--- src/rtl/mmio_arbiter.sv ---
// ---------------------------------------------------------------------------
// mmio_arbiter
//
// Shares one MMIO slave port between NUM_REQ requesters (for example the CPU
// core and the network DMA). One access is in flight at a time. A winner is
// accepted in IDLE with a combinational one-hot o_req_ready pulse. Its
// request then goes through ACCESS (one cycle of address/data, with the
// write strobe for writes). Reads pass through WAIT until the slave data is
// valid. RESP returns a one-cycle one-hot o_rsp_valid pulse.
//
// Parameters
//   MEMORY_BUS_WIDTH  data width W; MMIO word address is W-2 bits
//   NUM_REQ           number of requesters (2..4)
//   READ_LATENCY      cycles from address presented to i_mmio_rdata valid (1..7)
//
// Ports
//   i_clock        single clock, rising edge
//   i_reset        synchronous active-high reset
//   i_req_valid    per-requester request
//   i_req_write    per-requester 1 = write, 0 = read
//   i_req_addr     packed word addresses, requester i at slice i
//   i_req_data     packed write data
//   i_req_wb       packed 4-bit byte enables
//   o_req_ready    one-hot accept pulse (IDLE only)
//   o_rsp_valid    one-hot completion pulse
//   o_rsp_data     read data, shared by all requesters
//   o_busy         high whenever the FSM is not in IDLE
//   o_mmio_addr    MMIO word address
//   o_mmio_wdata   MMIO write data
//   o_mmio_wb      MMIO byte write enables, 0 = no write
//   i_mmio_rdata   MMIO read data
//
// Build option
//   MMIO_ARB_FIXED_PRIO_EN  when defined, the lowest valid index always wins
//                           (no round-robin state); default is round-robin.
// ---------------------------------------------------------------------------
module mmio_arbiter #(
    parameter int MEMORY_BUS_WIDTH = 32,
    parameter int NUM_REQ          = 2,
    parameter int READ_LATENCY     = 1
) (
    input  logic                                   i_clock,
    input  logic                                   i_reset,
    input  logic [NUM_REQ-1:0]                     i_req_valid,
    input  logic [NUM_REQ-1:0]                     i_req_write,
    input  logic [NUM_REQ*(MEMORY_BUS_WIDTH-2)-1:0] i_req_addr,
    input  logic [NUM_REQ*MEMORY_BUS_WIDTH-1:0]    i_req_data,
    input  logic [NUM_REQ*4-1:0]                   i_req_wb,
    output logic [NUM_REQ-1:0]                     o_req_ready,
    output logic [NUM_REQ-1:0]                     o_rsp_valid,
    output logic [MEMORY_BUS_WIDTH-1:0]            o_rsp_data,
    output logic                                   o_busy,
    output logic [MEMORY_BUS_WIDTH-3:0]            o_mmio_addr,
    output logic [MEMORY_BUS_WIDTH-1:0]            o_mmio_wdata,
    output logic [3:0]                             o_mmio_wb,
    input  logic [MEMORY_BUS_WIDTH-1:0]            i_mmio_rdata
);

    localparam int AW = MEMORY_BUS_WIDTH - 2;
    localparam int DW = MEMORY_BUS_WIDTH;
    localparam int GW = (NUM_REQ > 2) ? 2 : 1;

    localparam logic [1:0] S_IDLE   = 2'd0;
    localparam logic [1:0] S_ACCESS = 2'd1;
    localparam logic [1:0] S_WAIT   = 2'd2;
    localparam logic [1:0] S_RESP   = 2'd3;

    logic [1:0]    r_state;
    logic [GW-1:0] r_grant;
    logic [AW-1:0] r_addr;
    logic [DW-1:0] r_wdata;
    logic [3:0]    r_wb;
    logic          r_write;
    logic [2:0]    r_cnt;
    logic [DW-1:0] r_rsp_data;
`ifndef MMIO_ARB_FIXED_PRIO_EN
    logic [GW-1:0] r_last_grant;
`endif

    logic          w_found;
    logic [GW-1:0] w_win;
    logic [GW-1:0] w_cand;
    logic          w_accept;

    logic [AW-1:0] w_addr_a [NUM_REQ];
    logic [DW-1:0] w_data_a [NUM_REQ];
    logic [3:0]    w_wb_a   [NUM_REQ];

    // Split the packed request buses into per-requester slices.
    for (genvar gi = 0; gi < NUM_REQ; gi++) begin : g_unpack
        assign w_addr_a[gi] = i_req_addr[gi*AW +: AW];
        assign w_data_a[gi] = i_req_data[gi*DW +: DW];
        assign w_wb_a[gi]   = i_req_wb[gi*4 +: 4];
    end

    // Winner selection. Round-robin scans from the requester after the last
    // winner; the fixed-priority build keeps the lowest valid index.
    always_comb begin
        w_found = 1'b0;
        w_win   = '0;
        w_cand  = '0;
`ifdef MMIO_ARB_FIXED_PRIO_EN
        for (int k = NUM_REQ - 1; k >= 0; k--) begin
            w_cand = GW'(k);
            if (i_req_valid[w_cand]) begin
                w_found = 1'b1;
                w_win   = w_cand;
            end
        end
`else
        for (int k = 1; k <= NUM_REQ; k++) begin
            w_cand = GW'((int'(r_last_grant) + k) % NUM_REQ);
            if (!w_found && i_req_valid[w_cand]) begin
                w_found = 1'b1;
                w_win   = w_cand;
            end
        end
`endif
    end

    // Accept is suppressed while reset is asserted so no requester sees a
    // ready for a request that the reset edge is about to discard.
    assign w_accept    = (r_state == S_IDLE) && w_found && !i_reset;
    assign o_req_ready = w_accept ? (NUM_REQ'(1) << w_win) : '0;

    always_ff @(posedge i_clock) begin
        if (i_reset) begin
            r_state    <= S_IDLE;
            r_grant    <= '0;
            r_addr     <= '0;
            r_wdata    <= '0;
            r_wb       <= '0;
            r_write    <= 1'b0;
            r_cnt      <= '0;
            r_rsp_data <= '0;
`ifndef MMIO_ARB_FIXED_PRIO_EN
            r_last_grant <= GW'(NUM_REQ - 1);
`endif
        end else begin
            case (r_state)
                S_IDLE: begin
                    if (w_found) begin
                        r_state <= S_ACCESS;
                        r_grant <= w_win;
                        r_addr  <= w_addr_a[w_win];
                        r_wdata <= w_data_a[w_win];
                        r_wb    <= w_wb_a[w_win];
                        r_write <= i_req_write[w_win];
`ifndef MMIO_ARB_FIXED_PRIO_EN
                        r_last_grant <= w_win;
`endif
                    end
                end
                S_ACCESS: begin
                    if (r_write) begin
                        r_state <= S_RESP;
                    end else begin
                        r_cnt   <= 3'(READ_LATENCY);
                        r_state <= S_WAIT;
                    end
                end
                S_WAIT: begin
                    // cnt reaches 1 in the cycle the slave data is valid.
                    r_cnt <= r_cnt - 3'd1;
                    if (r_cnt == 3'd1) begin
                        r_rsp_data <= i_mmio_rdata;
                        r_state    <= S_RESP;
                    end
                end
                S_RESP: begin
                    r_state <= S_IDLE;
                end
                default: begin
                    r_state <= S_IDLE;
                end
            endcase
        end
    end

    // Address and data come straight from the latched request so they hold
    // through IDLE and RESP; the strobe is confined to ACCESS of a write.
    assign o_mmio_addr  = r_addr;
    assign o_mmio_wdata = r_wdata;
    assign o_mmio_wb    = (r_state == S_ACCESS && r_write) ? r_wb : 4'd0;
    assign o_rsp_valid  = (r_state == S_RESP) ? (NUM_REQ'(1) << r_grant) : '0;
    assign o_rsp_data   = r_rsp_data;
    assign o_busy       = (r_state != S_IDLE);

endmodule

--- config.mk ---
export PLATFORM = sky130hd
export DESIGN_NAME = mmio_arbiter
export DESIGN_NICKNAME = d
export VERILOG_FILES = /design/src/rtl/mmio_arbiter.sv
export SDC_FILE = /design/constraint.sdc
export NUM_CORES = 1
export LEC_CHECK = 0
export CAP_MARGIN = 20
export CELL_PAD_IN_SITES_DETAIL_PLACEMENT = 0
export CELL_PAD_IN_SITES_GLOBAL_PLACEMENT = 1
export CORE_AREA = 2 2 98 195
export DETAILED_ROUTE_END_ITERATION = 8
export DIE_AREA = 0 0 100 197
export GPL_TIMING_DRIVEN = 0
export MAX_ROUTING_LAYER = met4
export PLACE_DENSITY_LB_ADDON = 0.1
export SLEW_MARGIN = 20
export SYNTH_ARGS = -nofsm -noshare
export SYNTH_HDL_FRONTEND = slang
export SYNTH_SLANG_ARGS = --single-unit
--- constraint.sdc ---
create_clock -name i_clock -period 1.94 [get_ports i_clock]
set_input_delay 0.194 -clock i_clock [delete_from_list [all_inputs] [get_ports i_clock]]
set_output_delay 0.194 -clock i_clock [all_outputs]
set_load 0.1 [all_outputs]
# Yosys cells after proc, flatten, opt, wreduce, memory -nomap -nowiden
# Index checks and enable logic that the tools add are counted.
[word_totals]
ff_bits = 106
inputBits = 170
wordCells = 67
[op_classes]
addsub = 3
order_cmp = 4
eq_ne = 7
shifts = 2
mux = 28
bitwise_logic = 1
reduce_logical = 13
[op_table]
columns = ["cell", "count"]
rows = [
  ["$mux W32", 3],
  ["$mux W30", 3],
  ["$mux W4", 4],
  ["$mux W1", 11],
  ["$mux W2", 4],
  ["$pmux W2 S4", 1],
  ["$reduce_and A2 Y1", 4],
  ["$lt A1 B2 Y1 const B", 3],
  ["$ne A2 B2 Y1 const B", 3],
  ["$pmux W3 S2", 1],
  ["$eq A2 B2 Y1 const B", 2],
  ["$logic_and A1 B1 Y1", 4],
  ["$reduce_bool A2 Y1", 2],
  ["$shl A1 B1 Y2 const A", 2],
  ["$eq A3 B1 Y1 const B", 1],
  ["$mux W3", 1],
  ["$sub A3 B1 Y3 const B", 1],
  ["$add A1 B1 Y1 const B", 2],
  ["$eq A2 B1 Y1 const B", 1],
  ["$ge A2 B2 Y1 const B", 1],
  ["$logic_not A1 Y1", 2],
  ["$logic_not A2 Y1", 1],
  ["$not A1 Y2", 1],
]

# Depth between registers and ports, before layout
[depth]
depth_word = 11
ltp_mapped = 8
depth_no_buf = 5

# Worst setup path after synthesis
# OpenSTA, ideal clock, no wires.
[synth_path]
path_type = "flip-flop to output port"
start = "register r_state[0]"
end = "output port o_req_ready[0]"
arrival_time_ps = 3058
slack_ps = -1312
path_stages_with_launch = 7
n_path_buf = 2
cell_sequence = "dfxtp_1 > inv_1 > ha_1 > buf_2 > o21ai_2 > clkbuf_1 > nor3_1"
[synth_via]
elab_chain_len = 4
[synth_rtl]
columns = ["element", "line", "text"]
rows = [
  ["start, declared", "68", "logic [1:0] r_state;"],
  ["start signal, assigned", "128", "r_state <= S_IDLE;"],
  ["start signal, assigned", "143", "r_state <= S_ACCESS;"],
  ["start signal, assigned", "156", "r_state <= S_RESP;"],
  ["$logic_not A2 Y1", "123", "assign w_accept = (r_state == S_IDLE) && w_found && !i_reset;"],
  ["$logic_and A1 B1 Y1 (2 in series)", "123", ""],
  ["$mux W2", "124", "assign o_req_ready = w_accept ? (NUM_REQ'(1) << w_win) : '0;"],
  ["end, declared", "49", "output logic [NUM_REQ-1:0] o_req_ready,"],
]
# No other way between the ends.

# Worst setup path after layout
# Same ends and word-level chain as after synthesis.

==> impl_summary.txt <==
----------------------------------------------------
[Detailed routing]
  DR vias ... 5042
  Post-route DRC violation count ... 0
  Aggregate routed wire length ... 18100 um
  DR iter-0 viols ... 81
  Routed length per instance ... 16.7 um
  Length of the first detailed-routing pass in iterations ... 4
  Ratio of routed vias to standard cells ... 4.66
  Post-route antenna net violation count ... 0

[CTS]
  Clock Sink Count ... 106
  Clock buffers created by TritonCTS ... 9
  Clock-pin slew reported for the worst setup and hold paths after clock tree synthesis ... 0.07 ns
  Worst-skew pair later-pin latency ... 0.34 ns
  Max clock buf depth ... 2
  Clock tree root driver cell ... clkbuf_16
  TritonCTS clock tree ... done
  H-tree depth reported by CTS ... 3

[Hold path]
  Hold path cells ... 3
  Tightest Hold Check Type ... in -> reg
  Worst min-delay path endpoint ... r_last_grant
  Startpoint of the most critical hold path ... i_req_valid[0]

[Worst setup path]
  R2r worst-path depth ... 8
  Total buffers and inverters traversed by the critical path ... 4
  Cells along the critical path ... inv_2 -> ha_2 -> buf_6 -> o21ai_4 -> buf_8 -> nor3_4 -> buf_12
  Crit. End Element ... output pin
  Worst path arrival time ... 1.66 ns
  Worst reg2reg startpoint ... r_state[0]
  Slowest stage cell on the critical path ... dfxtp_2
  Cell family contributing the most delay on the critical path ... buffers and inverters
  Maximum fanout along the worst path ... 6
  Required arrival time at the worst endpoint ... 1.75 ns
  Critical path launch point type ... flop
  Launch point of the worst path ... r_state[0]
  Slack of the worst reg-to-reg path ... 0.13 ns
  Capture instance of the worst register-to-register path ... o_mmio_wdata[23]
  Slowest Stage Delay on Critical Path ... 0.34 ns
  Startpoint-to-endpoint class of the critical path ... reg -> out

[Synth]
  #FFs+latches synth ... 106
  Synth Net Count ... 750
  Synth Flop Type ... dfxtp_1
  Proportion of synthesized chip area in sequential cells ... 47.2%
  Mean post-synth cell area ... 7.84 sq um
  Cell taking the most area after synthesis ... dfxtp_1
  Async set-reset flop share out of synthesis ... 0%
  Post-synthesis cell type count ... 29
  Top cells by area in the synthesized netlist ... dfxtp_1, a21oi_1, nand2_1
  Synth Cell Area ... 0.00450 sq mm
  Share of the synthesized area in the top cell type ... 47.2%
  Top post-synthesis cells by count ... nand2_1, dfxtp_1, a21oi_1
  Number of enable flip-flop cells after synthesis ... 0
  Number of instances in the synthesized netlist ... 574
  Cell with the most instances after synthesis ... nand2_1
  Syn. warnings ... 0

[Power and ir drop]
  Leak pwr ... 3.37 nW
  Sequential share of power ... 25.2%
  Net switching power figure ... 0.00651 W
  Cell Int Power ... 0.00550 W
  Switching Fraction ... 54.2%
  Logic gate share of total power ... 59.4%
  Clock power frac ... 15.3%
  Total power density per cell area ... 1550 mW/mm^2
  Worst IR drop on VDD ... 0.791 mV

[GRT]
  Largest net degree at the start of global routing ... 16
  Remaining Overflow, GRT ... 0
  Antenna violations before repair ... 0
  Gr usage total ... 18.3%
  Number of global-route vias before repair ... 5166
  First-pass GRT wire length ... 27000 um

[Floorplan]
  Row cnt ... 70
  Die Span X ... 100 um
  Vertical extent of the die ... 197 um
  Initial standard-cell utilization of the core ... 24.7%
  Core box area ... 0.0182 sq mm
  I/O pin count ... 273
  Die outline area ... 0.0197 sq mm

[Finish]
  Fraction of final layout cells sized beyond drive strength 1 ... 8.66%
  Register Area ... 0.00212 sq mm
  Multi-input gate area in the final layout ... 0.00217 sq mm
  Layout Nets ... 1038
  Inserted Diodes ... 0
  Layout Area Growth over Synthesis ... 72.3%
  Final design utilization ... 42.6%
  Count of fill cells added during filler insertion ... 1948
  Layout Cell Area excl Fill ... 0.00775 sq mm

[Timing]
  Final setup margin ... 0.0906 ns
  RSZ-0062 raised after global routing ... false
  Final Hold Fails ... 0
  Final worst path period share ... 95.3%
  Top achievable clock speed ... 0.541 GHz
  Slew margin rel. ... 31.4%
  Slew at the pin closest to its max-slew limit ... 1.03 ns
  Final min period ... 1.85 ns
  Number of pins exceeding their max-slew limit in the final report ... 0
  Final setup violating endpoints ... 0
  Worst clock skew on the final layout ... 0.00626 ns

[Run]
  Number of max-cap violations ... 0

[Run status]
  Status ... finished, final reports clean

[Placed design]
  Setup slack after placement ... -1.28 ns
  Port buffer count ... 270
  Placer Congestion ... 0.788
  Placed cell area ... 0.00749 sq mm
  HPWL Detailed ... 14500 um

----------------------------------------------------
==> repair_timing <==
item                                    4_1_cts  5_1_grt
pin swaps                                     1        1
resized for setup                           154        9
endpoints found under the setup margin      122       10
hold buffers                                  0        0
buffers inserted                              1        6
==> registers in the layout, indices dropped and copies added, names as in the netlist <==
name          cells
o_mmio_addr      30
r_cnt             3
o_rsp_data       32
r_state           2
r_write           1
r_wb              4
r_last_grant      1
o_mmio_wdata     32
r_grant           1
==> cells by family (layout without fill, tap and decap cells) <==
kind of cell	after synthesis	after routing	share of synthesized area, %
AND/OR/NAND/NOR	224	224	19.8
AO/OA/AOI/OAI	183	183	25.9
flip-flops	106	106	47.2
buffers and inverters	54	346	5.28
adder cells (fa/ha/maj)	6	6	1.67
multiplexers	1	1	0.222
==> routing by layer <==
layer | track usage (%) | routed length, um
met1 | 17.7 | 6380
met2 | 35.3 | 10500
met3 | 2.77 | 784
met4 | 7.56 | 439
met5 | - | 0
==> metrics by stage <==
| step | TNS, ns | cells | total power, W | hold WS [ns] |
|---|---|---|---|---|
| detailed placement | -13.02 | 1060 | 0.0104 | 0.447 |
| global placement | -10.74 | 1060 | 0.0104 | 0.442 |
| global route | 0 | 1082 | 0.0126 | 0.359 |
| CTS | -0.0269 | 1076 | 0.0121 | 0.298 |
| floorplan | -0.0475 | 574 | 0.00845 | 0.330 |
| finish | 0 | 1082 | 0.0120 | 0.309 |
==> power by group through the flow <==
stage	clock, W	sequential, W	combinational, W
final	0.00184	0.00303	0.00714
after global placement	0	0.00306	0.00729
after CTS	0.00192	0.00304	0.00710
after detailed placement	0	0.00309	0.00735
after global routing	0.00199	0.00311	0.00753
after floorplan	0	0.00637	0.00208
==> placed cells by master (no fill, tap or decap), types with 2 or more instances in the layout <==
| cell type | n |
|---|---|
| clkbuf_2 | 2 |
| a211oi_2 | 10 |
| nor2_1 | 70 |
| clkdlybuf4s15_2 | 2 |
| and2_1 | 2 |
| o21ai_0 | 3 |
| dlygate4sd2_1 | 94 |
| clkdlybuf4s50_1 | 166 |
| dfxtp_2 | 2 |
| clkinv_2 | 2 |
| clkbuf_4 | 2 |
| and3_1 | 4 |
| dfxtp_1 | 104 |
| buf_6 | 2 |
| nor2b_1 | 3 |
| buf_4 | 13 |
| inv_1 | 4 |
| ha_1 | 5 |
| buf_2 | 18 |
| nand2_1 | 134 |
| nand2b_1 | 4 |
| o21a_1 | 3 |
| nand3b_1 | 2 |
| a21oi_1 | 104 |
| a211oi_1 | 57 |
| clkbuf_16 | 9 |
| clkbuf_1 | 25 |
==> tightest hold or removal path, delay by kind of cell <==
kind	cells	cell delay (ns)
compound gates	1	0.17
buf+inv	1	0.16
simple gates	1	0.11
==> worst max path at each step <==
stage | endpoint | slack, ns | depth (start not counted)
finish | o_req_ready[0] | 0.09 | 7
CTS | o_req_ready[0] | -0.03 | 7
floorplan | o_req_ready[0] | -0.05 | 6
global route | r_wb[1] | 0.004 | 8
global placement | o_req_ready[1] | -1.26 | 6
detailed placement | o_req_ready[1] | -1.28 | 6
==> final cells by class <==
cell class,count,area share (%)
Buffer,49,3.11
Clock buffer,12,3.18
Clock inverter,3,0.516
Inverter,5,0.242
Multi-Input combinational cell,414,28.0
Sequential cell,106,27.4
Tap cell,216,3.48
Timing Repair Buffer,277,34.0
Note: power is estimated with default switching activity, not from simulation.
